`src/rtl/pcw_timer_pkg.sv`:
```
// Shared types and constants for the PCW 300 Hz frame timer.
package pcw_timer_pkg;

  // FDC interrupt routing selected through the system-control port.
  typedef enum logic [1:0] {
    FDC_NONE = 2'b00,
    FDC_INT  = 2'b01,
    FDC_NMI  = 2'b10,
    FDC_RSVD = 2'b11
  } fdc_route_t;

  localparam int CE_HZ_DEF   = 1_000_000;
  localparam int TICK_HZ_DEF = 300;
  localparam int CNT_W_DEF   = 4;

  // Number of bits needed to hold the values 0 .. div-1 (at least one).
  function automatic int div_width(input int div);
    int w;
    w = 1;
    for (int i = 1; i < 31; i++) begin
      if ((32'd1 << i) < div) begin
        w = i + 1;
      end
    end
    return w;
  endfunction

  localparam int DIV_DEF   = CE_HZ_DEF / TICK_HZ_DEF;
  localparam int DIV_W_DEF = div_width(DIV_DEF);

  // The reserved route code behaves exactly like "no routing".
  function automatic fdc_route_t route_norm(input logic [1:0] code);
    fdc_route_t r;
    case (code)
      2'b01:   r = FDC_INT;
      2'b10:   r = FDC_NMI;
      default: r = FDC_NONE;
    endcase
    return r;
  endfunction

endpackage

```
`src/rtl/pcw_tick_divider.sv`:
```
// Clock-enable gated modulo-DIV counter producing a registered one-clk tick.
module pcw_tick_divider
  import pcw_timer_pkg::*;
#(
  parameter int DIV   = DIV_DEF,
  parameter int DIV_W = DIV_W_DEF
) (
  input  logic clk,
  input  logic reset,
  input  logic ce,
  output logic tick
);

  localparam logic [DIV_W-1:0] LAST = DIV_W'(DIV - 1);

  logic [DIV_W-1:0] r_cnt;
  logic             r_tick;

  // Advance on each enable, wrap at DIV-1 and flag the wrap for exactly one clk.
  always_ff @(posedge clk or posedge reset) begin
    if (reset) begin
      r_cnt  <= '0;
      r_tick <= 1'b0;
    end else if (ce) begin
      if (r_cnt == LAST) begin
        r_cnt  <= '0;
        r_tick <= 1'b1;
      end else begin
        r_cnt  <= r_cnt + DIV_W'(1);
        r_tick <= 1'b0;
      end
    end else begin
      r_tick <= 1'b0;
    end
  end

  assign tick = r_tick;

endmodule

```
`src/rtl/pcw_tick_timer.sv`:
```
// PCW frame timer: 300 Hz tick, F4 tick counter, Z80 INT/NMI generation and FDC routing.
module pcw_tick_timer
  import pcw_timer_pkg::*;
#(
  parameter int CE_HZ   = CE_HZ_DEF,
  parameter int TICK_HZ = TICK_HZ_DEF,
  parameter int CNT_W   = CNT_W_DEF
) (
  input  logic       clk,
  input  logic       reset,
  input  logic       ce_1mhz,
  input  logic       rd_f4,
  output logic [7:0] f4_dout,
  input  logic       timer_en,
  input  logic       fdc_route_wr,
  input  logic [1:0] fdc_route_in,
  input  logic       fdc_int,
  input  logic       nmi_ack,
  output logic       int_n,
  output logic       nmi_n,
  output logic       tick
);

  localparam int DIV   = CE_HZ / TICK_HZ;
  localparam int DIV_W = div_width(DIV);
  localparam logic [CNT_W-1:0] CNT_MAX = {CNT_W{1'b1}};

  logic             w_tick;
  logic [CNT_W-1:0] r_count;
  logic [CNT_W-1:0] w_count_nxt;
  logic [7:0]       r_f4_dout;
  fdc_route_t       r_route;
  fdc_route_t       w_route_wr;
  logic             r_fdc_int_d;
  logic             r_int_n;
  logic             r_nmi_n;
  logic             w_int_req;
  logic             w_fdc_rise;
  logic             w_leave_nmi;
  logic             w_nmi_pend;
  logic             w_nmi_pend_nxt;

  pcw_tick_divider #(
    .DIV   (DIV),
    .DIV_W (DIV_W)
  ) u_div (
    .clk   (clk),
    .reset (reset),
    .ce    (ce_1mhz),
    .tick  (w_tick)
  );

  // Next tick count, pending-NMI state and INT request from current registered state.
  always_comb begin
    w_count_nxt    = r_count;
    w_nmi_pend_nxt = 1'b0;
    w_route_wr     = route_norm(fdc_route_in);
    w_nmi_pend     = ~r_nmi_n;
    w_fdc_rise     = fdc_int & ~r_fdc_int_d;
    w_leave_nmi    = fdc_route_wr & (w_route_wr != FDC_NMI);
    w_int_req      = (timer_en & (r_count != '0)) |
                     ((r_route == FDC_INT) & fdc_int);

    // A read clears the count, but a tick arriving in the same clk is kept.
    if (rd_f4) begin
      w_count_nxt = w_tick ? CNT_W'(1) : '0;
    end else if (w_tick && (r_count != CNT_MAX)) begin
      w_count_nxt = r_count + CNT_W'(1);
    end else begin
      w_count_nxt = r_count;
    end

    // A fresh FDC edge beats an acknowledge; leaving NMI routing drops the request.
    if ((r_route != FDC_NMI) || w_leave_nmi) begin
      w_nmi_pend_nxt = 1'b0;
    end else if (w_fdc_rise) begin
      w_nmi_pend_nxt = 1'b1;
    end else if (nmi_ack) begin
      w_nmi_pend_nxt = 1'b0;
    end else begin
      w_nmi_pend_nxt = w_nmi_pend;
    end
  end

  // State and output registers; the read data captures the count before this clk's update.
  always_ff @(posedge clk or posedge reset) begin
    if (reset) begin
      r_count     <= '0;
      r_f4_dout   <= 8'h00;
      r_route     <= FDC_NONE;
      r_fdc_int_d <= 1'b0;
      r_int_n     <= 1'b1;
      r_nmi_n     <= 1'b1;
    end else begin
      r_count     <= w_count_nxt;
      r_fdc_int_d <= fdc_int;
      r_int_n     <= ~w_int_req;
      r_nmi_n     <= ~w_nmi_pend_nxt;
      if (rd_f4) begin
        r_f4_dout <= 8'(r_count);
      end else begin
        r_f4_dout <= r_f4_dout;
      end
      if (fdc_route_wr) begin
        r_route <= w_route_wr;
      end else begin
        r_route <= r_route;
      end
    end
  end

  assign f4_dout = r_f4_dout;
  assign int_n   = r_int_n;
  assign nmi_n   = r_nmi_n;
  assign tick    = w_tick;

endmodule

```
`config.mk`:
```
export PLATFORM = sky130hd
export DESIGN_NAME = pcw_tick_timer
export DESIGN_NICKNAME = d
export VERILOG_FILES = /design/src/rtl/pcw_timer_pkg.sv /design/src/rtl/pcw_tick_divider.sv /design/src/rtl/pcw_tick_timer.sv
export SDC_FILE = /design/constraint.sdc
export NUM_CORES = 1
export LEC_CHECK = 0
export ABC_AREA = 1
export CORE_MARGIN = 1.5
export CORE_UTILIZATION = 47
export CTS_CLUSTER_SIZE = 24
export DETAILED_ROUTE_END_ITERATION = 7
export PLACE_DENSITY = 0.85
export REMOVE_ABC_BUFFERS = 1
export SLEW_MARGIN = 10
export SYNTH_ARGS = -nofsm -noshare
export SYNTH_HDL_FRONTEND = slang
export SYNTH_SLANG_ARGS = --single-unit
```
`constraint.sdc`:
```
create_clock -name clk -period 1.2 [get_ports clk]
set_input_delay 0.24 -clock clk [delete_from_list [all_inputs] [get_ports clk]]
set_output_delay 0.24 -clock clk [all_outputs]
set_load 0.03 [all_outputs]
```
==> summary.md, run 1 <==
| Metric | Value |
|---|---|
| Count leader, synth | nand2_1 |
| RR Endpoint | u_div.r_cnt[8]$_DFFE_PP0P_ |
| Number of hold-repair buffers added at the cts stage | 0 |
| Failing checks | negative setup slack |
| Most common flop cell mapped by yosys | dfrtp_1 |
| CP arrival | 1.52 ns |
| Total CTS buffers | 3 |
| Full die area | 0.003141 mm² |
| Worst EP required | 1.45 ns |
| Core Region | 0.002710 mm² |
| Die X | 56.05 µm |
| Fin area | 0.001760 mm² |
| Worst IR Drop VDD | 1.440 mV |
| CTS max path bufs | 2 |
| Reported max-cap violation count | 0 |
| Crit Path Max Fanout | 5 |
| Skew final | 0.004486 ns |
| DR vias | 1145 |
| Met3 Use GR | 0.05349 |
| Final hold violation count | 0 |
| Layout cells sized above 1 | 0.2552 |
| Placed Area | 0.001541 mm² |
| Antenna violations before repair | 0 |
| DP HPWL | 1915 µm |
| Antenna Nets Post-Route | 0 |
| Clock latency on the worst-skew pair | 0.33 ns |
| Fillers | 234 |
| Final setup TNS | -0.4370 ns |
| Area share of the largest cell type after synthesis | 0.4541 |
| Worst R2R Setup Slack | -0.08 ns |
| Max Fclk | 0.7842 GHz |
| RSZ-0062 raised after global routing | true |
| Synth Cell Area | 0.001323 mm² |
| Final nets | 207 |
| Wire per inst | 12.65 µm |
| Critical Path, Cell by Cell | buf_4 -> ha_4 -> nand3_4 -> nor2_4 -> nand3b_1 -> nand2_1 -> nor2_2 |
| Dominant cell type by area after synthesis | dfrtp_1 |
| I/O Pins | 21 |
| Fin crit share | 1.063 |
| Pin count of the biggest net entering global routing | 18 |
| Simple-gate share of the synthesized area | 0.2621 |
| Cells after synthesis | 159 |
| Reg2Reg Depth | 7 |
| Syn-to-layout area delta | 33.11% |
| Overall routed net length | 2821 µm |
| Endpoints failing setup | 11 |
| Clock Pin Slew Worst Setup and Hold Paths | 0.14 ns |
| Final hold slack | 0.1849 ns |
| First-pass GRT wire length | 4802 µm |
| Final slew viol count | 0 |
| Die Ht | 56.05 µm |
| GP Congestion | 0.8266 |
| Crit Reg-Reg Startpoint | u_div.r_cnt[0]$_DFFE_PP0P_ |
| Synthesis warning total | 0 |
| Num Clock Sinks | 26 |
| Power Dens Cells | 1551 mW/mm² |
| Initial Utilization | 0.4880 |
| Syn avg cell area | 8.318 µm² |
| Synth Area in Compound Gates | 0.06528 |
| Mux contribution to synthesized area | 0 |
| #FFs+latches synth | 26 |
| Post-Synth XOR/XNOR Area | 0.03311 |
| H-Tree Depth | 1 |
| Top post-synthesis cells by area | dfrtp_1, nand2_1, inv_1 |
| Vias in the first global route | 1174 |
| Antenna cells | 0 |
| Total GRT Usage | 0.1931 |
| Static Leakage | 0.8848 nW |
| GR peak layer | met2 |
| DR iter-0 viols | 35 |
| Worst Setup Path Type | flop to flop |
| Asr flop ratio synth | 1.000 |
| Count of input and output buffers | 16 |
| Status | complete, but fails checks |
| GRT met1 Usage | 0.2120 |
| Root buffer cell | clkbuf_4 |
| Core Rows | 19 |
| Register area share after synthesis | 0.4939 |
| Adder-Cell Fraction of Synth Area | 0.03784 |
| Number of library cell types mapped by synthesis | 23 |
| Largest stage delay, worst path | 0.41 ns |
| TritonCTS clock tree | built |
| Worst hold path type | input port to asynchronous set/reset pin |
| Setup WS post-layout | -0.07513 ns |
| DR DRC count | 0 |
| M2 GR Usage | 0.3513 |
| Total grt overflow | 0 |
| Post-synth EDFFs | 0 |
| Synth top cells by count | nand2_1, inv_1, dfrtp_1 |
| Vias per inst | 5.135 |
| Slowest-stage cell, CP | dfrtp_1 |
| Drt pass-1 iters | 4 |
| CP Launch Type | flop |
| Largest family of logic cells by synthesized area | simple AND/OR/NAND/NOR gates |
| Tmin final | 1.275 ns |
| Worst setup EP type | flop |
## flip-flops by register name, summed over array words and instances (netlist names)
register and count:
u_div.r_cnt 12, r_fdc_int_d 1, r_route 2, nmi_n 1
int_n 1, r_count 4, u_div.tick 1, f4_dout 4
## cell usage in the layout (no fill, tap or decap), drive strengths merged
master,Yosys,final
o21a,1,1
nand4,1,1
dfrtp,24,24
or2,1,1
clkbuf,1,3
o22ai,1,1
conb,1,4
nor3,2,2
xor2,5,5
nor2,18,18
ha,4,4
a21oi,6,6
nand3b,2,2
clkdlybuf4s50,0,9
nand2,33,33
buf,4,22
bufinv,0,1
o21ai,7,7
nand3,17,17
dfstp,2,2
inv,28,28
o211ai,1,1
## stage by stage
| stage | utilization | power [W] | worst slack, ns | instances |
|---|---|---|---|---|
| 2_1_floorplan | - | 0.001672 | 0.05253 | 157 |
| 3_3_place_gp | 0.5688 | 0.001863 | -0.2609 | 212 |
| 3_5_place_dp | 0.5688 | 0.001921 | -0.3220 | 212 |
| 4_1_cts | 0.6150 | 0.002669 | -0.07049 | 219 |
| 5_1_grt | 0.6496 | 0.002911 | -0.1579 | 223 |
| 6_report | 0.6496 | 0.002730 | -0.07513 | 223 |
## kinds of logic (layout without fill, tap and decap cells)
group                      after synthesis  in the layout
and+or+nand+nor                         74             74
buffers and inverters                   33             63
DFF                                     26             26
AOI/OAI and AO/OA                       16             16
xor gates and xnor gates                 5              5
adders and majority gates                4              4
other                                    1              4
## per-layer routing
layer  routed length [µm]  vias up
li1                     -      555
met1                 1001      554
met2                 1648       29
met3                  102        7
met4                   69        0
met5                    0        -
## where the power goes
group	switching, W	internal, W
combinational	0.000494	0.000399
sequential	0.000189	0.00104
clock	0.000268	0.000338
total	0.000950	0.00178
## repair_timing
item	in CTS	in global routing
endpoints found under the setup margin	11	22
buffers inserted	3	5
resized for setup	10	20
pin swaps	9	7
## critical path, delay by kind of cell, from the launching register on
kind / cells / cell delay (ns)
and+or+nand+nor: 5 / 0.51
DFF: 1 / 0.41
adders and majority gates: 1 / 0.14
buffers and inverters: 1 / 0.13
## worst max-delay path by stage
stage | slack [ns] | start | end | cells after the start
after floorplan | 0.05 | u_div.r_cnt[0]$_DFFE_PP0P_ | u_div.r_cnt[8]$_DFFE_PP0P_ | 7
final | -0.08 | u_div.r_cnt[0]$_DFFE_PP0P_ | u_div.r_cnt[8]$_DFFE_PP0P_ | 7
after global placement | -0.26 | ce_1mhz | u_div.r_cnt[6]$_DFFE_PP0P_ | 5
after global routing | -0.16 | u_div.r_cnt[1]$_DFFE_PP0P_ | u_div.r_cnt[2]$_DFFE_PP0P_ | 7
after detailed placement | -0.32 | ce_1mhz | u_div.r_cnt[6]$_DFFE_PP0P_ | 5
after CTS | -0.07 | nmi_n$_DFF_PP1_ | nmi_n | 1
## layout make-up
| cell class | instances | area, µm² | share of cell area |
|---|---|---|---|
| clock buffers | 3 | 22.52 | 0.01279 |
| clock inverters | 1 | 30.03 | 0.01706 |
| flip-flops and latches | 26 | 654.4 | 0.3717 |
| inverters | 28 | 105.1 | 0.05970 |
| well taps | 31 | 38.79 | 0.02203 |
| repair buffers | 31 | 281.5 | 0.1599 |
| multi-input cells | 103 | 628.1 | 0.3568 |
Power figures use the tool's default switching activity.
==> inputs of run 2 (changes only) <==
--- a/config.mk
+++ b/config.mk
@@ -11,5 +11,5 @@
 export CTS_CLUSTER_SIZE = 24
 export DETAILED_ROUTE_END_ITERATION = 7
-export PLACE_DENSITY = 0.85
+export PLACE_DENSITY = 0.84
 export REMOVE_ABC_BUFFERS = 1
 export SLEW_MARGIN = 10
==> constraint.sdc (replaced) <==
create_clock -name clk -period 1.2 [get_ports clk]
set_input_delay 0.18 -clock clk [delete_from_list [all_inputs] [get_ports clk]]
set_output_delay 0.18 -clock clk [all_outputs]
set_load 0.1 [all_outputs]
==> run 2 against run 1 <==
  * The run still ends with negative setup slack left
  * Via count shrank 3.1%
  * Clock skew decreased by 0.0011 ns
  * Sequential power about the same
  * Non-clock buffer count down 1
  * Count of clock-buffer cells in the layout is 1 higher
  * Setup slack got worse by 0.0016 ns
  * Sequential share of layout area is 0.93 points lower
  * Largest power group unchanged
  * Highest routed layer unchanged
==> summary.md, run 2 (synthesis results as in run 1) <==
| Metric | Value |
|---|---|
| Status | complete, but fails checks |
| Failing checks | negative setup slack |
| DR vias | 1110 |
| Reported max-cap violation count | 0 |
| DR iter-0 viols | 18 |
| Worst hold path type | input port to asynchronous set/reset pin |
| Core Region | 0.002710 mm² |
| Layout cells sized above 1 | 0.2670 |
| Die Ht | 56.05 µm |
| Total GRT Usage | 0.1821 |
| Post-route insts no fill | 222 |
| Core Rows | 19 |
| Final hold violation count | 0 |
| Drt pass-1 iters | 5 |
| Static Leakage | 0.8991 nW |
| Worst EP required | 1.41 ns |
| Final slew viol count | 0 |
| Setup WS post-layout | -0.07673 ns |
| Max reg flops | 12 |
| Switching Share | 0.3837 |
| Slowest-stage cell, CP | dfrtp_1 |
| Initial Utilization | 0.4880 |
| Overall routed net length | 2749 µm |
| Critical Path, Cell by Cell | buf_4 -> nand3_2 -> nor2_4 -> nand3_1 -> nand2_1 -> nor2_1 |
| Skew final | 0.003373 ns |
| Antenna violations before repair | 0 |
| Pin count of the biggest net entering global routing | 27 |
| Final setup TNS | -0.3420 ns |
| Syn-to-layout area delta | 36.80% |
| Post-Place Cells | 210 |
| Final nets | 206 |
| Crit path max-delay family | simple AND/OR/NAND/NOR gates |
| Wire per inst | 12.38 µm |
| Max Fclk | 0.7832 GHz |
| Crit. path cell count | 6 |
| Vias per inst | 5.000 |
| Number of hold-repair buffers added at the cts stage | 0 |
| First-pass GRT wire length | 4512 µm |
| Count of input and output buffers | 16 |
| CP Launch Type | flop |
| Endpoints failing setup | 10 |
| CTS max path bufs | 2 |
| Antenna Nets Post-Route | 0 |
| TritonCTS clock tree | built |
| RSZ-0062 raised after global routing | true |
| Placed Area | 0.001627 mm² |
| Fin crit share | 1.064 |
| Most common cell after layout, fill and taps aside | nand2_1 |
| Antenna cells | 0 |
| Most frequent cells in the layout | nand2_1, inv_1, dfrtp_1 |
| Worst Setup Path Type | flop to flop |
| I/O Pins | 21 |
| GP Congestion | 0.8861 |
| Total grt overflow | 0 |
| DP HPWL | 1852 µm |
| Root buffer cell | clkbuf_4 |
| CP arrival | 1.49 ns |
| Reg2Reg Depth | 6 |
| Power Internal | 0.001559 W |
| Power Dens Cells | 1399 mW/mm² |
| Worst setup EP type | flop |
| Seq pwr share | 0.493 |
| Num Clock Sinks | 26 |
| DR DRC count | 0 |
| Full die area | 0.003141 mm² |
| Clk pwr share | 0.143 |
| Fin area | 0.001809 mm² |
| Clock latency on the worst-skew pair | 0.31 ns |
| Largest stage delay, worst path | 0.45 ns |
| Worst IR Drop VDD | 0.8787 mV |
| Comb power frac | 0.365 |
| P_sw | 0.0009710 W |
| Clock Pin Slew Worst Setup and Hold Paths | 0.13 ns |
| Worst path bufs/invs | 1 |
| H-Tree Depth | 1 |
| Die X | 56.05 µm |
| Crit Path Max Fanout | 5 |
| Vias in the first global route | 1071 |
| Tmin final | 1.277 ns |
| Top reg by flops | u_div.r_cnt |
| Total CTS buffers | 3 |
[run 2: changes by cell type in the layout (fill, tap and decap cells not counted), sizes merged]
cell    change
bufinv      -1
buf         -1
clkbuf      +1
[run 2: worst min-delay path: cells and delay by family]
kind                   cells  cell delay (ns)
buffers and inverters      3             0.68
[run 2: repair_timing]
action,in CTS,in global routing
gates resized for setup,14,14
cloned,0,0
pin swaps,9,13
endpoints found under the setup margin,15,18
buffers inserted,5,3
[run 2: power by group through the flow]
| stage | Combinational [W] | Sequential, W | Clock, W |
|---|---|---|---|
| 4_1_cts | 0.000840 | 0.00122 | 0.000377 |
| 5_1_grt | 0.00102 | 0.00127 | 0.000420 |
| 3_5_place_dp | 0.000738 | 0.00122 | 0 |
| 2_1_floorplan | 0.000501 | 0.00122 | 0 |
| 3_3_place_gp | 0.000708 | 0.00122 | 0 |
| 6_report | 0.000922 | 0.00125 | 0.000362 |
[run 2: metal layers]
layer,wire length [µm],up-vias,global-route usage
li1,-,547,-
met1,1034,526,0.2085
met2,1521,30,0.3462
met3,120,7,0.02791
met4,73,0,0.05102
met5,0,-,0
[run 2: per-stage QoR]
stage	worst slack, ns	hold slack, ns	total power, W	utilization
finish	-0.07673	0.1818	0.002530	0.6676
global route	-0.1500	0.2016	0.002709	0.6676
CTS	-0.05197	0.1760	0.002436	0.6413
detailed placement	-0.2561	0.4712	0.001961	0.6002
global placement	-0.2090	0.4513	0.001923	0.6002
floorplan	-0.3348	0.2114	0.001724	-
[run 2: final cells by class]
| class | instances | area (µm²) |
|---|---|---|
| Clock buffer | 4 | 26.28 |
| Multi-Input combinational cell | 103 | 635.6 |
| Sequential cell | 26 | 655.6 |
| Timing Repair Buffer | 30 | 347.8 |
| Inverter | 28 | 105.1 |
| Fill cell | 228 | 900.9 |
| Tap cell | 31 | 38.79 |
[run 2: worst paths after layout]
path	end	startpoint	slack, ns
worst min-delay path	u_div.r_cnt[5]$_DFFE_PP0P_	reset	0.18
worst max-delay path	u_div.r_cnt[11]$_DFFE_PP0P_	u_div.r_cnt[1]$_DFFE_PP0P_	-0.08
max in group asynchronous	int_n$_DFF_PP1_	reset	0.79
worst max register to register	u_div.r_cnt[11]$_DFFE_PP0P_	u_div.r_cnt[1]$_DFFE_PP0P_	-0.08
worst min register to register	nmi_n$_DFF_PP1_	r_route[1]$_DFFE_PP0P_	0.49
min in group clk	r_fdc_int_d$_DFF_PP0_	fdc_int	0.33
==> inputs of run 3 (changes only) <==
- ABC_AREA: 1 -> 0
- CAP_MARGIN: unset -> 20
==> run 3 against run 2 <==
  * The run still ends with negative setup slack left
  * Fmax fell by 14%
  * Power fell by 2.5%
  * Count of clock-buffer cells in the layout did not move
  * Sequential power fell by 8%
  * Wire length rose by 8.9%
  * Setup slack got worse by 0.22 ns
  * Clock skew barely moved
  * Global-route usage rose by 1.5 points
  * Clock power rose by 6.1%
  * Final area rose by 4.2%
  * First-iteration DRC count fell by 17%
  * Largest cell class unchanged
==> summary.md, run 3 <==
| Metric | Value |
|---|---|
| Status | complete, but fails checks |
| Count leader, synth | dfrtp_1 |
| Worst hold path type | input port to asynchronous set/reset pin |
| Worst setup EP type | flop |
| Met3 Use GR | 0.03279 |
| CP Launch Type | flop |
| Critical Path, Cell by Cell | or4b_4 -> nor3_4 -> buf_6 -> nor2_2 |
| Dominant cell type by area after synthesis | dfrtp_1 |
| Antenna cells | 0 |
| Multi-input logic area | 648.1 µm² |
| Post-synth EDFFs | 0 |
| Post-route insts no fill | 193 |
| Total power | 0.002467 W |
| Core Region | 0.002522 mm² |
| Vias in the first global route | 1103 |
| Setup WS post-layout | -0.2928 ns |
| Max reg flops | 12 |
| GR peak layer | met2 |
| TritonCTS clock tree | built |
| CP arrival | 1.71 ns |
| Worst IR Drop VDD | 1.191 mV |
| Die Ht | 55.21 µm |
| Top reg by flops | u_div.r_cnt |
| Final nets | 178 |
| Antenna Nets Post-Route | 0 |
| Vias per inst | 5.554 |
| Wire per inst | 15.52 µm |
| Die X | 55.21 µm |
| Antenna violations before repair | 0 |
| Final slew viol count | 0 |
| Total CTS buffers | 3 |
| Full die area | 0.003048 mm² |
| Initial Utilization | 0.5079 |
| Crit Reg-Reg Startpoint | u_div.r_cnt[5]$_DFFE_PP0P_ |
| Final hold violation count | 0 |
| Cells after synthesis | 117 |
| Reported max-cap violation count | 0 |
| Top post-synthesis cells by area | dfrtp_1, dfstp_2, xor2_1 |
| H-Tree Depth | 1 |
| DR DRC count | 0 |
| Post-Place Cells | 184 |
| Synthesis warning total | 0 |
| GRT met1 Usage | 0.2132 |
| Slowest-stage cell, CP | or4b_4 |
| Crit Path Max Fanout | 4 |
| RSZ-0062 raised after global routing | true |
| Clock Pin Slew Worst Setup and Hold Paths | 0.14 ns |
| Comb power frac | 0.379 |
| Endpoints failing setup | 12 |
| P_sw | 0.0008413 W |
| Total grt overflow | 0 |
| Number of library cell types mapped by synthesis | 41 |
| Fillers | 165 |
| Largest stage delay, worst path | 0.58 ns |
| Layout cells sized above 1 | 0.4110 |
| I/O Pins | 21 |
| Total GRT Usage | 0.1970 |
| Syn avg cell area | 10.95 µm² |
| Asr flop ratio synth | 1.000 |
| Worst R2R Setup Slack | -0.29 ns |
| Switching Share | 0.3410 |
| Overall routed net length | 2995 µm |
| Clk pwr share | 0.156 |
| DP HPWL | 2106 µm |
| Root buffer cell | clkbuf_4 |
| Worst EP required | 1.42 ns |
| Failing checks | negative setup slack |
| Power Internal | 0.001626 W |
| Tmin final | 1.493 ns |
| Most frequent cells in the layout | dfrtp_1, buf_4, buf_6 |
| Most common flop cell mapped by yosys | dfrtp_1 |
| Worst Setup Path Type | flop to flop |
| Max Fclk | 0.6699 GHz |
| Reg2Reg Depth | 4 |
| Synth top cells by count | dfrtp_1, inv_1, nor2_1 |
| Static Leakage | 0.8660 nW |
| Pin count of the biggest net entering global routing | 17 |
| Storage element area | 654.4 µm² |
| Register area share after synthesis | 0.5098 |
| #FFs+latches synth | 26 |
| Fin crit share | 1.244 |
| Core Rows | 18 |
| Area share of the largest cell type after synthesis | 0.4688 |
| Drt pass-1 iters | 4 |
| GP Congestion | 0.9212 |
| CTS max path bufs | 2 |
| Skew final | 0.003484 ns |
| DR vias | 1072 |
| First-pass GRT wire length | 4836 µm |
| M2 GR Usage | 0.3724 |
| Clock latency on the worst-skew pair | 0.32 ns |
| Count of input and output buffers | 16 |
| Synth Cell Area | 0.001281 mm² |
| RR Endpoint | u_div.r_cnt[3]$_DFFE_PP0P_ |
| DR iter-0 viols | 15 |
| Num Clock Sinks | 26 |
| Syn-to-layout area delta | 47.17% |
| Most common cell after layout, fill and taps aside | dfrtp_1 |
| Power Dens Cells | 1308 mW/mm² |
| Seq pwr share | 0.465 |
==> run 3: repair_timing <==
item                       in CTS  in global routing
buffers inserted                2                  3
pin swaps                       6                  9
hold buffers                    0                  0
setup endpoints to repair      16                 18
gates resized for setup        18                 16
==> run 3: critical path, delay by kind of cell (launching register included) <==
kind,cells,cell delay (ns)
buf+inv,1,0.16
flops,1,0.43
simple gates,3,0.82
==> run 3: worst max path at each step <==
| stage | start | to | slack, ns | cells past startpoint |
|---|---|---|---|---|
| 6_report | u_div.r_cnt[5]$_DFFE_PP0P_ | u_div.r_cnt[3]$_DFFE_PP0P_ | -0.29 | 4 |
| 3_5_place_dp | ce_1mhz | u_div.r_cnt[10]$_DFFE_PP0P_ | -0.40 | 4 |
| 4_1_cts | u_div.r_cnt[5]$_DFFE_PP0P_ | u_div.r_cnt[1]$_DFFE_PP0P_ | -0.23 | 4 |
| 5_1_grt | u_div.r_cnt[1]$_DFFE_PP0P_ | u_div.r_cnt[8]$_DFFE_PP0P_ | -0.33 | 6 |
| 2_1_floorplan | u_div.tick$_DFF_PP0_ | r_count[0]$_DFFE_PP0P_ | -0.38 | 2 |
| 3_3_place_gp | ce_1mhz | u_div.r_cnt[10]$_DFFE_PP0P_ | -0.37 | 4 |
==> run 3: kinds of logic after synthesis <==
logic type,share of synthesized area
and+or+nand+nor,0.2061
AOI/OAI and AO/OA,0.08790
other,0.002927
DFF,0.5098
buffers and inverters,0.05663
xor gates and xnor gates,0.05469
adders and majority gates,0.03906
muxes,0.04297
==> run 3: cell type report <==
class,count,share of cell area
clock buffers,4,0.01393
flip-flops and latches,26,0.3470
multi-input cells,79,0.3437
inverters,9,0.01792
repair buffers,45,0.2575
well taps,30,0.01991
==> run 3: per-stage QoR <==
stage / worst slack (ns) / hold WS, ns / utilization / TNS, ns / instance area [µm²]
floorplan: -0.3848 / 0.2114 / - / -3.051 / 1254
global placement: -0.3687 / 0.4332 / 0.6746 / -3.766 / 1702
detailed placement: -0.3979 / 0.4535 / 0.6746 / -4.524 / 1702
CTS: -0.2295 / 0.1358 / 0.7173 / -1.846 / 1809
global route: -0.3257 / 0.1490 / 0.7475 / -2.835 / 1886
finish: -0.2928 / 0.1496 / 0.7475 / -2.296 / 1886
==> run 3: power by group through the flow <==
stage | Combinational, W | Clock (W) | Sequential, W
finish | 0.000936 | 0.000384 | 0.00115
global route | 0.00101 | 0.000431 | 0.00116
CTS | 0.000854 | 0.000399 | 0.00114
detailed placement | 0.000768 | 0 | 0.00114
global placement | 0.000723 | 0 | 0.00113
floorplan | 0.000321 | 0 | 0.00118
==> run 3: metal layers <==
| metal | vias up | wire (µm) |
|---|---|---|
| li1 | 505 | - |
| met5 | - | 0 |
| met2 | 32 | 1670 |
| met4 | 0 | 57 |
| met1 | 529 | 1142 |
| met3 | 6 | 123 |
